<file path="config.mk">
export PLATFORM = sky130hd
export DESIGN_NAME = countdown_counter
export DESIGN_NICKNAME = d
export VERILOG_FILES = /design/src/rtl/countdown_counter_pkg.sv /design/src/rtl/countdown_counter_bcd_down_digit.sv /design/src/rtl/countdown_counter.sv
export SDC_FILE = /design/constraint.sdc
export NUM_CORES = 1
export LEC_CHECK = 0
export CORE_AREA = 8 8 46 48
export CTS_BUF_LIST = sky130_fd_sc_hd__clkbuf_8
export DETAILED_ROUTE_END_ITERATION = 6
export DIE_AREA = 0 0 54 56
export GPL_TIMING_DRIVEN = 0
export PLACE_DENSITY_LB_ADDON = 0.12
export SYNTH_ARGS = -nofsm -noshare
export SYNTH_HDL_FRONTEND = slang
export SYNTH_SLANG_ARGS = --single-unit
</file>
<file path="constraint.sdc">
create_clock -name clk -period 2.4 [get_ports clk]
set_input_delay 0.48 -clock clk [delete_from_list [all_inputs] [get_ports clk]]
set_output_delay 0.48 -clock clk [all_outputs]
set_load 0.01 [all_outputs]
</file>
<file path="src/rtl/countdown_counter_pkg.sv">
// Shared stopwatch definitions: countdown state encoding, digit width and
// the digit clamp used by every counter load path.
package countdown_counter_pkg;

  localparam int DIGIT_W = 4;

  typedef enum logic [1:0] {
    ST_IDLE    = 2'd0,
    ST_RUN     = 2'd1,
    ST_EXPIRED = 2'd2
  } cd_state_e;

  // Digits that cannot exist in the chosen radix saturate to the largest legal digit.
  function automatic logic [DIGIT_W-1:0] clamp_digit(input logic [DIGIT_W-1:0] digit,
                                                     input int base);
    logic [DIGIT_W:0] base_w;
    logic [DIGIT_W:0] max_w;
    base_w = (DIGIT_W+1)'(base);
    max_w  = base_w - 5'd1;
    if ({1'b0, digit} >= base_w) begin
      return max_w[DIGIT_W-1:0];
    end else begin
      return digit;
    end
  endfunction

endpackage

</file>
<file path="src/rtl/countdown_counter_bcd_down_digit.sv">
// One digit of the countdown borrow chain: subtracts borrow_in and wraps
// 0 to BASE-1, raising borrow_out when it wraps.
module bcd_down_digit
  import countdown_counter_pkg::*;
#(
  parameter int BASE = 10
) (
  input  logic [DIGIT_W-1:0] digit_in,
  input  logic               borrow_in,
  output logic [DIGIT_W-1:0] digit_out,
  output logic               borrow_out
);

  localparam logic [DIGIT_W-1:0] MAX_DIGIT = DIGIT_W'(BASE - 1);

  always_comb begin
    digit_out  = digit_in;
    borrow_out = 1'b0;
    if (borrow_in) begin
      if (digit_in == 4'd0) begin
        digit_out  = MAX_DIGIT;
        borrow_out = 1'b1;
      end else begin
        digit_out  = digit_in - 4'd1;
        borrow_out = 1'b0;
      end
    end else begin
      digit_out  = digit_in;
      borrow_out = 1'b0;
    end
  end

endmodule

</file>
<file path="src/rtl/countdown_counter.sv">
// Multi-digit base-BASE down-counter with preset load, zero detection and
// optional auto-reload; all outputs come straight from flops.
module countdown_counter
  import countdown_counter_pkg::*;
#(
  parameter int BASE             = 10,
  parameter int NUMBER_OF_NYBLES = 1,
  parameter int AUTO_RELOAD      = 0
) (
  input  logic                                  clk,
  input  logic                                  rst,
  input  logic                                  load,
  input  logic                                  enable,
  input  logic [DIGIT_W*NUMBER_OF_NYBLES-1:0]   numberIn,
  output logic [DIGIT_W*NUMBER_OF_NYBLES-1:0]   numberOut,
  output logic                                  threshold,
  output logic                                  done
);

  localparam int W = DIGIT_W * NUMBER_OF_NYBLES;

  logic [W-1:0]              count_q, count_d;
  logic [W-1:0]              preset_q, preset_d;
  cd_state_e                 state_q, state_d;
  logic                      threshold_q, threshold_d;
  logic                      done_q, done_d;
  logic [W-1:0]              clamped_s;
  logic [W-1:0]              dec_s;
  logic [NUMBER_OF_NYBLES:0] borrow_s;

  assign borrow_s[0] = 1'b1;

  for (genvar i = 0; i < NUMBER_OF_NYBLES; i++) begin : g_digit
    bcd_down_digit #(.BASE(BASE)) u_digit (
      .digit_in   (count_q[i*DIGIT_W +: DIGIT_W]),
      .borrow_in  (borrow_s[i]),
      .digit_out  (dec_s[i*DIGIT_W +: DIGIT_W]),
      .borrow_out (borrow_s[i+1])
    );
    assign clamped_s[i*DIGIT_W +: DIGIT_W] = clamp_digit(numberIn[i*DIGIT_W +: DIGIT_W], BASE);
  end

  // A borrow out of the top digit means the count was already zero, so it is never taken.
  always_comb begin
    count_d     = count_q;
    preset_d    = preset_q;
    state_d     = state_q;
    threshold_d = 1'b0;
    if (load) begin
      preset_d = clamped_s;
      count_d  = clamped_s;
      state_d  = (clamped_s != '0) ? ST_RUN : ST_EXPIRED;
    end else if (enable) begin
      case (state_q)
        ST_RUN: begin
          if (borrow_s[NUMBER_OF_NYBLES]) begin
            state_d = ST_EXPIRED;
          end else if (dec_s == '0) begin
            count_d     = dec_s;
            threshold_d = 1'b1;
            state_d     = ST_EXPIRED;
          end else begin
            count_d = dec_s;
            state_d = ST_RUN;
          end
        end
        ST_EXPIRED: begin
          if ((AUTO_RELOAD != 32'sd0) && (preset_q != '0)) begin
            count_d = preset_q;
            state_d = ST_RUN;
          end else begin
            count_d = '0;
            state_d = ST_EXPIRED;
          end
        end
        ST_IDLE: begin
          state_d = ST_IDLE;
        end
        default: begin
          count_d = '0;
          state_d = ST_IDLE;
        end
      endcase
    end else begin
      state_d = state_q;
    end
    done_d = (state_d == ST_EXPIRED);
  end

  always_ff @(posedge clk or negedge rst) begin
    if (!rst) begin
      count_q     <= '0;
      preset_q    <= '0;
      state_q     <= ST_IDLE;
      threshold_q <= 1'b0;
      done_q      <= 1'b0;
    end else begin
      count_q     <= count_d;
      preset_q    <= preset_d;
      state_q     <= state_d;
      threshold_q <= threshold_d;
      done_q      <= done_d;
    end
  end

  assign numberOut = count_q;
  assign threshold = threshold_q;
  assign done      = done_q;

endmodule

</file>
Word-level counts from Yosys, hierarchy flattened:

Cells that the tools add are included.

* output and inout port bits: 6
* register bits: 8
* logic and storage cells: 35
* bits of input ports: 8

* add/subtract/negate cells: 1
* mux-type cells: 18
* $lt $le $gt $ge: 1
* eq/ne operators: 5
* reduce and logical (&&, ||, !) cells: 6

Operators with widths (number)
* 2-to-1 mux 4 bit: 5
* 2-to-1 mux 2 bit: 5
* zero test 4 bit: 2
* one-hot mux 4 bit (2 select lines): 1
* 2-to-1 mux 1 bit: 6
* == test 2 bit, second input constant: 2
* greater-or-equal comparator 4 bit, second input constant: 1
* one-hot mux 2 bit (2 select lines): 1
* nonzero test 4 bit: 1
* subtractor 4 x 1 -> 4 bit, second input constant: 1
* inequality test 3 bit, second input constant: 1
* AND reduction 3 bit: 1
* == test 2 x 1 -> 1 bit, second input constant: 1
* zero test 2 bit: 1
* inequality test 2 bit, second input constant: 1
* nonzero test 2 bit: 1

Logic depth before layout (Yosys ltp):

* depth after elaboration: 9
* mapped depth: 5
* gate-level depth less buffers: 5

Hierarchy:

Synthesis repeated with hierarchy kept, for this count alone.

* cells, all modules: 61
* area total of the unflattened synthesis: 590.6 um2

Modules (own cells, without submodules)
* countdown_counter: area each 511.7 um2, times used 1, cells each 50, seq. area each 200.2 um2
* bcd_down_digit: area each 78.8 um2, times used 1, cells each 11, seq. area each 0.0 um2

Least setup slack after synthesis:

Ideal clock, no wire load.

* kind: register to register
* start: register state_q[1]
* end: register done_q (netlist: done)
* period minus slack after synthesis: 1558 ps
* slack: 842 ps
* arrival time: 1494 ps
* cell stages (with the launch flop): 6
* buffers on the path: 0
* library setup time: 64 ps
* data required time: 2336 ps
* cell sequence: dfrtp_1 > inv_1 > ha_1 > or4b_1 > a311oi_2 > a21o_1

* word-level cells in the longest chain between the ends: 5
* elaborated cells between the ends (all ways): 6
* classes of those cells: eq/ne: 3; mux: 3

Ends and longest elaborated chain
* start: declaration: RTL line countdown_counter.sv:24 `cd_state_e state_q, state_d;`
* start signal: assignment: RTL line countdown_counter.sv:100 `state_q <= state_d;`
* == test 2 bit or == test 2 x 1 -> 1 bit (tied branches): RTL line countdown_counter.sv:54 `case (state_q)`
* one-hot mux 2 bit (2 select lines): RTL line countdown_counter.sv:54
* 2-to-1 mux 2 bit *: RTL line countdown_counter.sv:53 `end else if (enable) begin`
* 2-to-1 mux 2 bit *: RTL line countdown_counter.sv:49 `if (load) begin`
* == test 2 bit *: RTL line countdown_counter.sv:87 `done_d = (state_d == ST_EXPIRED);`
* net done_d: RTL line countdown_counter.sv:26 `logic done_q, done_d;`
* end signal: assignment: RTL line countdown_counter.sv:102 `done_q <= done_d;`
* end: declaration: RTL line countdown_counter.sv:26

The timed path passes the listed nets; every way through them passes the cells marked *.
A chain may end at the register's enable or synchronous reset.

Final worst setup path:

* start: input port enable
* end: register count_q[1] (netlist: numberOut[1])

* word-level cells in the longest chain between the ends: 2

Ends and longest elaborated chain
* start: declaration: RTL line countdown_counter.sv:13 `input logic enable,`
* nonzero test 2 bit (no line)
* AND reduction 3 bit (no line)
* end signal: assignment: RTL line countdown_counter.sv:98 `count_q <= count_d;`
* end: declaration: RTL line countdown_counter.sv:22 `logic [W-1:0] count_q, count_d;`

No other way between the ends.

==> reports/metrics.yaml <==
drive_gt1_share_pct: 7.04
num_vias: 458
netlist_area_um2: 522
tightestPinTransition_ps: 451
setup_tns_ps: 0
avgViaCountPerCell: 5.26
syn-num-nets: 66
wirelength_um: 1260
path_clk_slew_ps: 40
slew_headroom_pct: 69.8
skew_ps: 4.72
cts_tree: "done"
power_uw: 470
crit_chain: "clkdlybuf4s50_1, nor2b_1, nand2_1, a32o_1"
setup_viol: 0
yosysWarnings: 0
dpl.hpwl_um: 965
start_kind: "input pin"
worst_ep_arrival_time_ps: 1890
cts_sinks: 8
grt_pass1_wl_um: 2210
dieHeight_um: 56
synth.distinct_cells: 31
ios: 14
cp.required_ps: 2510
avgSynthCellArea_um2: 9.49
die_w_um: 54
final_max_slew_viol_count: 0
cts_buffer_depth: 2
post_cts.repair.setup_buffers: 0
critical_path.max_stage_delay_ps: 600
peakVddDrop_mv: 0.306
outcome: "complete, no violations"
drv_cap: 0
drc: 0
drt_iter0_markers: 8
synth_edf_count: 0
end_kind: "flop"
drt_pass1_iterations: 4
power_leakage_uw: 0.000305
crit_path_max_fanout: 7
power_density_nw_per_um2: 660
grt_max_degree: 11
nets: 84
fin_crit_ps: 1780
fin_cells: 87
htree_levels: 1
worst-setup-path-type: "in -> reg"
finalCoreUtilization_pct: 49.7
rows: 14
crit_path_top_delay_cell: "clkdlybuf4s50_1"
die_area_um2: 3020
synth_most_common_cell: "dfrtp_1"
yosysTopAreaCell: "dfrtp_1"
cts_resized: 0
antenna_found_initial: 0
n_antenna_cell: 0
yosysTopAreaCellShare_pct: 38.4
hold_buffers: 0
cts-root-buf: "clkbuf_8"
clk_latency_ps: 230
synth_area_leaders: "dfrtp_1, ha_1, inv_1"
core_um2: 1440
gp_congestion: 0.749
grt_use_total_pct: 9.75
ys_ff_latch: 8
hold_viol_final: 0
synthTopCellsByCount: "dfrtp_1, inv_1"
initial_utilization_pct: 36.3
wl_per_cell_um: 14.4
grt_pass1_vias: 463
drtAntennaViolNets: 0
min_period_over_period_pct: 74.3
place_inst: 84
fillers: 144
rsz0062_at_grt: "no"
portBuffers: 13
ys.flop_type: "dfrtp_1"
overflow: 0
async_flop_share_pct: 100
min-delay-path-class: "in -> async"
timing.fmax_ghz: 0.560
syn2layout_area_growth_pct: 36.7
synthCells: 55
cts_buffers: 3
ys_seq_area_share_pct: 38.4
[worst paths after layout]
check                                              start                       end  slack (ps)  cells after the start
min in group clk                numberOut[3]$_DFFE_PN0P_  numberOut[3]$_DFFE_PN0P_         600                      1
worst min-delay path                                 rst      state_q[1]$_DFF_PN0_         530                      1
worst max register to register      state_q[1]$_DFF_PN0_            done$_DFF_PN0_         720                      5
worst min register to register  numberOut[3]$_DFFE_PN0P_  numberOut[3]$_DFFE_PN0P_         600                      1
max in group asynchronous                            rst       threshold$_DFF_PN0_        1610                      1
worst max-delay path                              enable  numberOut[1]$_DFFE_PN0P_         620                      4
[cell families (layout without fill, tap and decap cells)]
logic type	count (synthesis)	in the layout	synth area share, %
flip-flops	8	8	38.4
buffers and inverters	8	24	5.76
adder cells (fa/ha/maj)	3	3	7.20
AO/OA/AOI/OAI	15	15	24.9
multiplexers	1	1	1.92
AND/OR/NAND/NOR	20	20	21.8
[final cells by class]
class / count / area [µm²] / area share, %
repair buffers: 13 / 130 / 18.2
well taps: 16 / 20.0 / 2.81
flip-flops and latches: 8 / 200 / 28.1
plain buffers: 2 / 7.51 / 1.05
inverters: 6 / 22.5 / 3.16
multi-input cells: 39 / 292 / 40.9
clock buffers: 3 / 41.3 / 5.79
[layer usage]
| layer | vias up | wire [µm] | global-route usage (%) | part of all wire [%] |
|---|---|---|---|---|
| li1 | 235 | - | - | - |
| met1 | 208 | 564 | 11.2 | 45 |
| met2 | 11 | 609 | 14.6 | 48 |
| met3 | 4 | 58 | 4.01 | 4.6 |
| met4 | 0 | 23 | 5.28 | 1.8 |
| met5 | - | 0 | 0 | 0 |
[registers in the layout, indices dropped and copies added, names as in the netlist]
signal,flops
done,1
numberOut,4
state_q,2
threshold,1
[layout by cell type (no fill, tap or decap), types with 2 or more instances in the layout]
cell type,netlist,final
dfrtp_1,8,8
or3_1,2,2
nand3b_1,2,2
inv_1,6,6
clkdlybuf4s50_1,0,13
nor2b_1,2,2
nand2_1,3,3
nor2_1,3,3
clkbuf_8,0,3
ha_1,3,3
clkbuf_1,2,2
nor3_1,3,3
[where the power goes]
group	leakage, µW	switching, µW	internal, µW
Clock	0.0000216	49.4	108
Sequential	0.000102	20.2	152
Combinational	0.000182	67.9	72.6
[critical path: cells and delay by family]
kind	cells	cell delay, ps
buf+inv	1	600
compound gates	1	280
simple gates	2	530
[through the flow]
step                      hold slack, ps  setup WS (ps)  instance area [µm²]
after floorplan                      184            842                  522
after global placement               621            372                  672
after detailed placement             603            398                  672
after CTS                            538            615                  713
after global routing                 559            525                  713
final                                528            616                  713
No activity file was read; power rests on OpenSTA's default activity.
